File: config.mk
export PLATFORM = sky130hd
export DESIGN_NAME = ctrl_noc_extra_hdr_arb
export DESIGN_NICKNAME = d
export VERILOG_FILES = /design/src/rtl/ctrl_noc_extra_hdr_arb_pkg.sv /design/src/rtl/ctrl_noc_extra_hdr_arb_rr_pick.sv /design/src/rtl/ctrl_noc_extra_hdr_arb.sv
export SDC_FILE = /design/constraint.sdc
export NUM_CORES = 1
export LEC_CHECK = 0
export BUFFER_PORTS_ARGS = -buffer_cell sky130_fd_sc_hd__buf_2
export CAP_MARGIN = 20
export CORE_AREA = 2 2 128 130
export DETAILED_ROUTE_END_ITERATION = 10
export DIE_AREA = 0 0 130 132
export GPL_TIMING_DRIVEN = 0
export PLACE_DENSITY = 0.58
export SYNTH_ARGS = -nofsm -noshare
export SYNTH_HDL_FRONTEND = slang
export SYNTH_SLANG_ARGS = --single-unit
File: constraint.sdc
create_clock -name clk -period 1.8 [get_ports clk]
set_input_delay 0.09 -clock clk [delete_from_list [all_inputs] [get_ports clk]]
set_output_delay 0.09 -clock clk [all_outputs]
set_load 0.01 [all_outputs]
File: src/rtl/ctrl_noc_extra_hdr_arb_pkg.sv
// ctrl_noc_extra_hdr_arb_pkg: shared ctrl NoC arbitration types and message-length helpers
`ifndef CTRL_NOC1_DATA_W
`define CTRL_NOC1_DATA_W 64
`endif
package ctrl_noc_extra_hdr_arb_pkg;
  localparam int CTRL_NOC1_DATA_W = `CTRL_NOC1_DATA_W;
  typedef enum logic {IDLE = 1'b0, LOCKED = 1'b1} arb_state_e;
  function automatic int extra_flits(input int extra_w);
    return (extra_w + CTRL_NOC1_DATA_W - 1) / CTRL_NOC1_DATA_W;
  endfunction
  function automatic int msg_flits(input int extra_w);
    return 2 + extra_flits(extra_w);
  endfunction
endpackage

File: src/rtl/ctrl_noc_extra_hdr_arb_rr_pick.sv
// rr_pick: first asserted request at or after ptr, scanning upward with wrap-around
module rr_pick #(
  parameter int N = 4,
  parameter int IW = $clog2(N)
) (
  input  logic [N-1:0]  req,
  input  logic [IW-1:0] ptr,
  output logic          found,
  output logic [IW-1:0] idx
);
  logic [IW-1:0] j;
  always_comb begin
    found = |req;
    idx = '0;
    j = '0;
    for (int k = N - 1; k >= 0; k--) begin
      j = IW'((int'(ptr) + k) % N);
      idx = req[j] ? j : idx;
    end
  end
endmodule

File: src/rtl/ctrl_noc_extra_hdr_arb.sv
// ctrl_noc_extra_hdr_arb: round-robin merge of ctrl NoC sources, locked for whole fixed-length messages
module ctrl_noc_extra_hdr_arb
  import ctrl_noc_extra_hdr_arb_pkg::*;
#(
  parameter int NUM_SRCS = 4,
  parameter int EXTRA_W = 64
) (
  input  logic                                 clk,
  input  logic                                 rst,
  input  logic [NUM_SRCS-1:0]                  src_arb_val,
  input  logic [NUM_SRCS*CTRL_NOC1_DATA_W-1:0] src_arb_data,
  output logic [NUM_SRCS-1:0]                  arb_src_rdy,
  output logic                                 arb_dst_val,
  output logic [CTRL_NOC1_DATA_W-1:0]          arb_dst_data,
  input  logic                                 dst_arb_rdy,
  output logic [$clog2(NUM_SRCS)-1:0]          arb_grant_idx
);
  localparam int IW = $clog2(NUM_SRCS);
  localparam int DW = CTRL_NOC1_DATA_W;
  localparam int MSG = msg_flits(EXTRA_W);
  localparam int CW = $clog2(MSG + 1);
  arb_state_e state, state_n;
  logic [IW-1:0] rr_ptr, grant_reg, sel, pick_idx;
  logic [CW-1:0] flit_cnt;
  logic pick_found, xfer, last;
  rr_pick #(.N(NUM_SRCS), .IW(IW)) u_pick (
    .req(src_arb_val),
    .ptr(rr_ptr),
    .found(pick_found),
    .idx(pick_idx)
  );
  always_ff @(posedge clk) begin
    if (rst) begin
      state <= IDLE;
      rr_ptr <= '0;
      grant_reg <= '0;
      flit_cnt <= '0;
    end else begin
      state <= state_n;
      if (xfer) begin
        grant_reg <= sel;
        flit_cnt <= (state == IDLE) ? CW'(1) : flit_cnt + CW'(1);
        if (state == LOCKED && last)
          rr_ptr <= (grant_reg == IW'(NUM_SRCS - 1)) ? '0 : grant_reg + IW'(1);
      end
    end
  end
  always_comb
    state_n = (state == IDLE) ? (xfer ? LOCKED : IDLE) : ((xfer && last) ? IDLE : LOCKED);
  // IDLE exposes the rr winner with zero latency; LOCKED pins the mux to the grantee
  always_comb begin
    sel = (state == LOCKED) ? grant_reg : pick_idx;
    arb_dst_val = (state == LOCKED) ? src_arb_val[grant_reg] : pick_found;
    arb_dst_data = src_arb_data[int'(sel)*DW +: DW];
    arb_src_rdy = ((state == LOCKED || pick_found) && dst_arb_rdy) ? NUM_SRCS'(1) << sel : '0;
    arb_grant_idx = (state == LOCKED || !pick_found) ? grant_reg : pick_idx;
    xfer = arb_dst_val && dst_arb_rdy;
    last = flit_cnt == CW'(MSG - 1);
  end
endmodule

==> results.sh, run 1 <==
export IMPL_wirelength_um=13600
export IMPL_whs_path_depth=2
export IMPL_die_width_um=130
export IMPL_core_area_um2=15700
export IMPL_clock_skew_ps=1.24
export IMPL_syn_nets=545
export IMPL_rows=46
export IMPL_dp_hpwl_um=10600
export IMPL_required_ps=1710
export IMPL_yosysTopAreaCell="mux2i_1"
export IMPL_area_growth_pct=102
export IMPL_drc=0
export IMPL_die_y_um=132
export IMPL_synthXorXnorAreaFrac_pct=0
export IMPL_cts_root_buffer="clkbuf_16"
export IMPL_die_area_um2=17200
export IMPL_routed_via_count=3675
export IMPL_fin_ws_ps=-324
export IMPL_antenna_found_initial=1
export IMPL_slew_headroom_pct=64.6
export IMPL_synth_edf_count=0
export IMPL_grt_ovfl_total=0
export IMPL_dr_first_iter_drc_count=63
export IMPL_setup_violations=66
export IMPL_htree_levels=1
export IMPL_rsz0062_at_grt="true"
export IMPL_clk_pin_slew_ps=40
export IMPL_tightest_slew_ps=526
export IMPL_ys_warnings_count=0
export IMPL_r2r_cells=8
export IMPL_crit_path_end_kind="output port"
export IMPL_synth_main_ff_cell="dfxtp_1"
export IMPL_cp_arrival_ps=2030
export IMPL_p_leak_nw=2.96
export IMPL_period_minus_slack_ps=2120
export IMPL_seqPwrFrac_pct=7.2
export IMPL_hold_path_class="in2reg"
export IMPL_layout_nets=918
export IMPL_violations="negative setup slack"
export IMPL_via_per_inst=4.23
export IMPL_synth_top_area_share_pct=70.5
export IMPL_async_flop_share_pct=0
export IMPL_cts_buffers=3
export IMPL_worstSetupPathType="reg2out"
export IMPL_run_status="complete, but fails checks"
export IMPL_cts_sinks=7
export IMPL_internal_power_mw=1.46
export IMPL_wl_per_cell_um=15.7
export IMPL_synth_top_family_by_area="multiplexers"
export IMPL_cap_violations=0
export IMPL_instances_no_fill=869
export IMPL_synth_fa_ha_area_share_pct=0.909
export IMPL_place_congestion=0.846
export IMPL_p_clk_share_pct=16.3
export IMPL_grtUsageTotal_pct=13.9
export IMPL_placed_cells=829
export IMPL_portBuffers=333
export IMPL_grt_max_degree=11
export IMPL_drtAntennaViolNets=0
export IMPL_synth_compound_area_share_pct=5.86
export IMPL_grt_pass1_wl_um=18700
export IMPL_syn_inst=280
export IMPL_drtPass1Iterations=4
export IMPL_max_freq_mhz=471
export IMPL_fin_crit_sh_pct=118
export IMPL_synthMuxAreaShare_pct=71.4
export IMPL_slew_viol_final=0
export IMPL_post_synth_top_count_cell="mux2i_1"
export IMPL_holdBufCountCts=0
export IMPL_cts_tree="done"
export IMPL_clk_latency_ps=230
export IMPL_synth_commonest_cells="mux2i_1 (194), nor2_1 (9), buf_12 (8)"
export IMPL_ir_worst_vdd_uv=397
export IMPL_clockBufferDepth=2
export IMPL_synth_cell_type_count=33
export IMPL_synthTopCellsByArea="mux2i_1 (71%), buf_12 (5.8%), dfxtp_1 (5.1%)"
export IMPL_yosys_register_bits=7
export IMPL_ios=334
export IMPL_ys_seq_area_share_pct=5.09
export IMPL_finalHoldViolCount=0
export IMPL_p_switching_mw=0.871
export IMPL_syn_area_um2=2750
export IMPL_power_density_nw_per_um2=419
export IMPL_ff2ff_setup_slack_ps=90
export IMPL_grt_pass1_vias=3556
export IMPL_initial_core_util_pct=17.5
export IMPL_yosys_area_share_simple_pct=5.45
export IMPL_path_max_fanout=5
export IMPL_critPathLaunchType="flip-flop"
export IMPL_drive_above_1_share_pct=66.1
export IMPL_synth_area_per_cell_um2=9.83
export IMPL_switching_share_pct=37.3
export IMPL_setup_tns_ps=-16730
export IMPL_p_comb_share_pct=76.5
export IMPL_fill_cells=1643
-- critical path: stages, from the launching register on --
cell and delay (ps):
dfxtp_4 350, nand2b_4 150, a21oi_2 200, nor4_4 70
a21oi_2 160, buf_6 140, buf_4 110, clkbuf_16 150
clkbuf_16 140, mux2i_1 170, buf_2 150
-- cells in the final DEF, fill, tap and decap left out, types with 2 or more instances in the layout --
cell type | synthesis | routed
a21oi_1 | 4 | 2
a21oi_2 | 3 | 4
buf_12 | 8 | 19
buf_16 | 0 | 3
buf_2 | 4 | 334
buf_4 | 4 | 16
buf_6 | 2 | 7
buf_8 | 3 | 5
clkbuf_16 | 0 | 8
dfxtp_1 | 7 | 5
dfxtp_4 | 0 | 2
ha_1 | 2 | 2
inv_1 | 4 | 4
mux2i_1 | 194 | 177
mux2i_2 | 0 | 13
mux2i_4 | 0 | 4
nand2_1 | 4 | 3
nand2b_1 | 5 | 4
nor2_1 | 9 | 9
nor3_1 | 4 | 3
nor4_1 | 2 | 2
o21ai_0 | 3 | 3
-- cell families after synthesis --
group / Yosys count
AO/OA/AOI/OAI: 19
AND/OR/NAND/NOR: 29
flip-flops: 7
buffers and inverters: 28
multiplexers: 195
adder cells (fa/ha/maj): 2
-- what timing repair did --
action                                  4_1_cts  5_1_grt
buffers inserted                             19        8
cloned                                        7        4
endpoints found under the setup margin       67       71
pin swaps                                     2        5
gates resized for setup                      48       35
-- layout make-up --
| cell class | instances | area [µm²] | area share, % |
|---|---|---|---|
| buffer | 23 | 403 | 7.23 |
| timing repair buffer | 369 | 2180 | 39.2 |
| inverter | 4 | 15.0 | 0.269 |
| sequential | 7 | 148 | 2.65 |
| multi-input combinational | 245 | 2470 | 44.3 |
| tap | 216 | 270 | 4.85 |
| antenna | 1 | 2.50 | 0.0449 |
| clock buffer | 4 | 78.8 | 1.41 |
-- worst paths after layout --
kind              from               end
max          rr_ptr[0]  arb_dst_data[30]
min                rst         rr_ptr[0]
max reg2reg  rr_ptr[0]      grant_reg[0]
min reg2reg  rr_ptr[0]         rr_ptr[0]
-- power by group through the flow --
stage	sequential (mW)	clock [mW]	combinational [mW]
3_3_place_gp	0.173	0	1.44
4_1_cts	0.170	0.387	1.70
5_1_grt	0.170	0.397	1.92
3_5_place_dp	0.173	0	1.46
2_1_floorplan	0.171	0	0.833
6_report	0.169	0.381	1.79
-- stage by stage --
step | total power [mW] | instance area [µm²] | worst slack [ps] | hold slack (ps) | utilization [%]
after detailed placement | 1.63 | 4690 | -464 | 368 | 29.8
after global placement | 1.62 | 4690 | -464 | 361 | 29.8
after CTS | 2.26 | 5310 | -397 | 131 | 33.8
final | 2.33 | 5570 | -324 | 131 | 35.5
after floorplan | 1.00 | 2750 | 82.4 | 155 | -
after global routing | 2.49 | 5570 | -424 | 140 | 35.5
-- metal layers --
layer  track usage (%)  wire length, µm
met5                 0                0
met4              1.97               51
met3              1.83              907
met2              25.9             6900
met1              17.0             5790
Note: power is estimated with default switching activity, not from simulation.
==> run 2, diff against run 1 <==
--- a/config.mk
+++ b/config.mk
@@ -15,3 +15,4 @@
 export SYNTH_ARGS = -nofsm -noshare
 export SYNTH_HDL_FRONTEND = slang
 export SYNTH_SLANG_ARGS = --single-unit
+export TNS_END_PERCENT = 20
==> constraint.sdc (replaced) <==
create_clock -name clk -period 2.4 [get_ports clk]
set_input_delay 0.12 -clock clk [delete_from_list [all_inputs] [get_ports clk]]
set_output_delay 0.12 -clock clk [all_outputs]
set_load 0.01 [all_outputs]
==> run 2 against run 1 <==
Compared with the run above: the flow now finishes without violations; combinational power fell by 37%; routed wire length fell by 8.3%; count of clock-buffer cells in the layout did not move; clock skew hardly changed; largest power group unchanged; sequential share of layout area grew 0.26 points; final cell count fell by 3.2%; critical path depth shrank 2.
==> results.sh, run 2 (synthesis results as in run 1) <==
export IMPL_run_status="finished clean"
export IMPL_p_switching_mw=0.594
export IMPL_p_comb_share_pct=73.1
export IMPL_clock_skew_ps=1.13
export IMPL_clk_pin_slew_ps=40
export IMPL_p_leak_nw=2.68
export IMPL_switching_share_pct=38.7
export IMPL_path_delay_family="buffers and inverters"
export IMPL_cts_root_buffer="clkbuf_16"
export IMPL_initial_core_util_pct=17.5
export IMPL_critPathLaunchType="flip-flop"
export IMPL_area_growth_pct=78.0
export IMPL_instances_no_fill=841
export IMPL_clockBufferDepth=2
export IMPL_fin_crit_sh_pct=94.1
export IMPL_worstSetupPathType="reg2out"
export IMPL_wl_per_cell_um=14.9
export IMPL_layout_commonest_cell="buf_2"
export IMPL_placed_cells=829
export IMPL_drtPass1Iterations=4
export IMPL_path_max_fanout=10
export IMPL_place_congestion=0.846
export IMPL_cts_buffers=3
export IMPL_finalHoldViolCount=0
export IMPL_crit_path_end_kind="output port"
export IMPL_setup_tns_ps=0
export IMPL_drtAntennaViolNets=0
export IMPL_rows=46
export IMPL_setup_violations=0
export IMPL_power_density_nw_per_um2=314
export IMPL_tightest_slew_ps=550
export IMPL_slew_viol_final=0
export IMPL_clk_latency_ps=230
export IMPL_crit_path_cell_trace="nand2b_1, a21boi_1, nor4_2, a21oi_2, buf_6, buf_4, mux2i_1, buf_2"
export IMPL_via_per_inst=4.18
export IMPL_internal_power_mw=0.942
export IMPL_die_y_um=132
export IMPL_drc=0
export IMPL_slowest_delay_ps=330
export IMPL_hold_path_class="in2reg"
export IMPL_holdWs_ps=161
export IMPL_cts_tree="done"
export IMPL_slew_headroom_pct=63.0
export IMPL_die_area_um2=17200
export IMPL_seqPwrFrac_pct=8.3
export IMPL_cap_violations=0
export IMPL_wirelength_um=12500
export IMPL_period_minus_slack_ps=2260
export IMPL_grt_max_degree=11
export IMPL_ios=334
export IMPL_portBuffers=333
export IMPL_grt_ovfl_total=0
export IMPL_routed_via_count=3516
export IMPL_grtUsageTotal_pct=13.0
export IMPL_final_cell_mix="buf_2 (337), mux2i_1 (190), buf_12 (9), nor2_1 (9), buf_4 (9)"
export IMPL_dr_first_iter_drc_count=73
export IMPL_antenna_found_initial=1
export IMPL_cts_sinks=7
export IMPL_dp_hpwl_um=10600
export IMPL_layout_nets=890
export IMPL_cp_arrival_ps=2140
export IMPL_max_freq_mhz=443
export IMPL_crit_buf_inv=3
export IMPL_fin_util_pct=31.2
export IMPL_p_clk_share_pct=18.6
export IMPL_htree_levels=1
export IMPL_ir_worst_vdd_uv=301
export IMPL_required_ps=2280
export IMPL_rsz0062_at_grt="false"
export IMPL_grt_pass1_vias=3404
export IMPL_grt_pass1_wl_um=17700
export IMPL_final_area_um2=4900
export IMPL_drive_above_1_share_pct=61.4
export IMPL_cp_slowest_cell="dfxtp_2"
export IMPL_placed_area_um2=4690
export IMPL_core_area_um2=15700
export IMPL_die_width_um=130
-- run 2: metrics by stage --
stage	worst slack [ps]	power, mW
2_1_floorplan	652	0.753
3_3_place_gp	106	1.21
3_5_place_dp	106	1.22
4_1_cts	29.5	1.54
5_1_grt	24.7	1.64
6_report	142	1.54
-- run 2: path summary, 6_finish.rpt --
| check | end | cells past startpoint | slack, ps | from |
|---|---|---|---|---|
| max | arb_dst_data[23] | 8 | 140 | rr_ptr[0] |
| min | rr_ptr[0] | 2 | 160 | rst |
| max reg2reg | grant_reg[1] | 5 | 700 | grant_reg[0] |
| min reg2reg | rr_ptr[0] | 2 | 480 | rr_ptr[0] |
-- run 2: area by class of cell --
class	instances	area, µm²
fill	1700	10800
multi-input combinational	245	2340
timing repair buffer	340	1760
buffer	24	297
tap	216	270
sequential	7	143
clock buffer	4	78.8
inverter	4	15.0
antenna	1	2.50
-- run 2: power groups by stage --
stage               Combinational (mW)  Sequential (mW)  Clock, mW
global placement                  1.08            0.130          0
CTS                               1.12            0.128      0.290
finish                            1.12            0.128      0.286
global route                      1.22            0.129      0.298
floorplan                        0.625            0.129          0
detailed placement                1.09            0.130          0
-- run 2: per-layer routing --
metal,vias to the layer above,share of wire (%),global-route usage (%)
met5,-,0,0
met4,0,0.36,1.97
met3,6,7.1,1.54
met2,158,51,24.9
met1,1599,41,15.5
li1,1753,-,-
-- run 2: repair_timing --
action,in CTS,in global routing
cloned,1,0
setup endpoints to repair,1,42
buffers inserted,2,4
pin swaps,1,0
hold buffers,0,0
resized for setup,3,6
-- run 2: worst register-to-register path, stage by stage, from the launching register on --
cell,delay (ps)
dfxtp_1,320
buf_2,220
mux4_2,580
inv_1,110
a21oi_2,110
a311oi_1,280
==> run 3, diff against run 2 <==
--- a/config.mk
+++ b/config.mk
@@ -5,13 +5,14 @@
 export SDC_FILE = /design/constraint.sdc
 export NUM_CORES = 1
 export LEC_CHECK = 0
-export BUFFER_PORTS_ARGS = -buffer_cell sky130_fd_sc_hd__buf_2
+export BUFFER_PORTS_ARGS = -buffer_cell sky130_fd_sc_hd__buf_4
 export CAP_MARGIN = 20
 export CORE_AREA = 2 2 128 130
 export DETAILED_ROUTE_END_ITERATION = 10
 export DIE_AREA = 0 0 130 132
 export GPL_TIMING_DRIVEN = 0
 export PLACE_DENSITY = 0.58
+export RECOVER_POWER = 25
 export SYNTH_ARGS = -nofsm -noshare
 export SYNTH_HDL_FRONTEND = slang
 export SYNTH_SLANG_ARGS = --single-unit
==> run 3 against run 2 <==
Compared with the run above: sequential cell count unchanged; die area unchanged; total power up 13%; fmax up 0.39%; routed wire length up 9.5%; sequential power about the same; clock skew up 1.5 ps; first-iteration DRC count up 23%; worst hold slack worse by 56 ps; highest routed layer unchanged; non-clock buffer count down 5; critical path depth unchanged; largest power group unchanged.
==> results.sh, run 3 (synthesis results as in run 1) <==
export IMPL_wl_per_cell_um=16.4
export IMPL_area_growth_pct=105
export IMPL_ir_worst_vdd_uv=296
export IMPL_clk_pin_slew_ps=40
export IMPL_die_width_um=130
export IMPL_wirelength_um=13700
export IMPL_required_ps=2280
export IMPL_setup_violations=0
export IMPL_initial_core_util_pct=17.5
export IMPL_cts_root_buffer="clkbuf_16"
export IMPL_layout_commonest_cell="buf_4"
export IMPL_die_area_um2=17200
export IMPL_switching_share_pct=35.2
export IMPL_dpl_worst_slack_ps=91.6
export IMPL_cts_tree="done"
export IMPL_cts_sinks=7
export IMPL_p_leak_nw=2.93
export IMPL_period_minus_slack_ps=2250
export IMPL_path_max_fanout=10
export IMPL_grt_ovfl_total=0
export IMPL_place_congestion=0.904
export IMPL_run_status="finished clean"
export IMPL_rsz0062_at_grt="true"
export IMPL_routed_via_count=3608
export IMPL_placed_cells=829
export IMPL_internal_power_mw=1.12
export IMPL_slew_viol_final=0
export IMPL_wl_met1_um=5120
export IMPL_antenna_found_initial=0
export IMPL_power_density_nw_per_um2=306
export IMPL_fill_cells=1657
export IMPL_insertedDiodeCount=0
export IMPL_routed_wl_met3_um=959
export IMPL_dr_first_iter_drc_count=90
export IMPL_drc=0
export IMPL_drive_above_1_share_pct=60.6
export IMPL_max_freq_mhz=445
export IMPL_hold_path_class="in2reg"
export IMPL_instances_no_fill=835
export IMPL_grt_max_degree=11
export IMPL_layout_nets=885
export IMPL_seq_area_um2=141
export IMPL_htree_levels=1
export IMPL_critPathLaunchType="flip-flop"
export IMPL_p_clk_share_pct=16.7
export IMPL_fin_ws_ps=151
export IMPL_fin_crit_sh_pct=93.7
export IMPL_drtPass1Iterations=4
export IMPL_cap_violations=0
export IMPL_crit_path_end_kind="output port"
export IMPL_slew_headroom_pct=61.3
export IMPL_finalHoldViolCount=0
export IMPL_p_switching_mw=0.609
export IMPL_drtAntennaViolNets=0
export IMPL_clk_latency_ps=230
export IMPL_seqPwrFrac_pct=7.4
export IMPL_core_area_um2=15700
export IMPL_grt_pass1_wl_um=19700
export IMPL_ios=334
export IMPL_dp_hpwl_um=11900
export IMPL_clock_skew_ps=2.62
export IMPL_cp_arrival_ps=2130
export IMPL_worstSetupPathType="reg2out"
export IMPL_via_per_inst=4.32
export IMPL_cts_buffers=3
export IMPL_portBuffers=333
export IMPL_topRoutingLayerUsed="met4"
export IMPL_clockBufferDepth=2
export IMPL_p_comb_share_pct=75.9
export IMPL_tightest_slew_ps=575
export IMPL_rows=46
export IMPL_die_y_um=132
export IMPL_multi_input_area_um2=2330
export IMPL_grt_pass1_vias=3759
export IMPL_grtUsageTotal_pct=14.3
export IMPL_routed_wl_met2_um=7480
export IMPL_final_cell_mix="buf_4 (338), mux2i_1 (193), nor2_1 (9)"
[run 3: layer usage]
layer / global-route usage (%) / vias to the layer above
met5: 0 / -
met4: 1.79 / 0
met3: 1.99 / 14
met2: 29.1 / 177
met1: 15.7 / 1673
li1: - / 1744
[run 3: critical path: stages (launching register included)]
cell and delay, ps:
dfxtp_2 360, nand2b_4 140, a21oi_2 80, o31ai_4 350, buf_12 230, buf_12 180
mux2i_4 290, mux2i_1 100, buf_4 150
[run 3: what timing repair did]
action | in CTS | in global routing
buffers inserted | 2 | 0
pin swaps | 1 | 0
hold buffers | 0 | 0
setup endpoints to repair | 1 | 10
resized for setup | 3 | 4
[run 3: power groups by stage]
stage | sequential, mW | clock [mW] | combinational [mW]
global placement | 0.130 | 0 | 1.29
CTS | 0.128 | 0.294 | 1.33
global route | 0.129 | 0.303 | 1.40
floorplan | 0.129 | 0 | 0.625
finish | 0.128 | 0.289 | 1.31
detailed placement | 0.130 | 0 | 1.31
[run 3: worst paths after layout]
kind                startpoint         endpoint  slack [ps]  cells after the start
setup / recovery     rr_ptr[0]  arb_dst_data[4]         150                      8
hold / removal             rst     grant_reg[0]         100                      2
setup reg to reg  grant_reg[0]     grant_reg[1]         670                      5
hold reg to reg      rr_ptr[0]        rr_ptr[0]         490                      2
[run 3: final cells by class]
type                    instances  share of cell area (%)
well taps                     216                    4.78
plain buffers                  24                    5.31
clock buffers                   4                    1.40
flip-flops and latches          7                    2.50
multi-input cells             245                    41.2
repair buffers                335                    44.5
inverters                       4                   0.266
[run 3: through the flow]
step | total power, mW | hold WS [ps] | instance area (µm²) | util (%) | setup TNS, ps
after floorplan | 0.753 | 185 | 2750 | - | 0
after global placement | 1.42 | 341 | 5520 | 35.1 | 0
after detailed placement | 1.44 | 346 | 5520 | 35.1 | 0
after CTS | 1.75 | 100 | 5630 | 35.8 | 0
after global routing | 1.84 | 109 | 5650 | 36.0 | -10.5
final | 1.73 | 104 | 5650 | 36.0 | 0
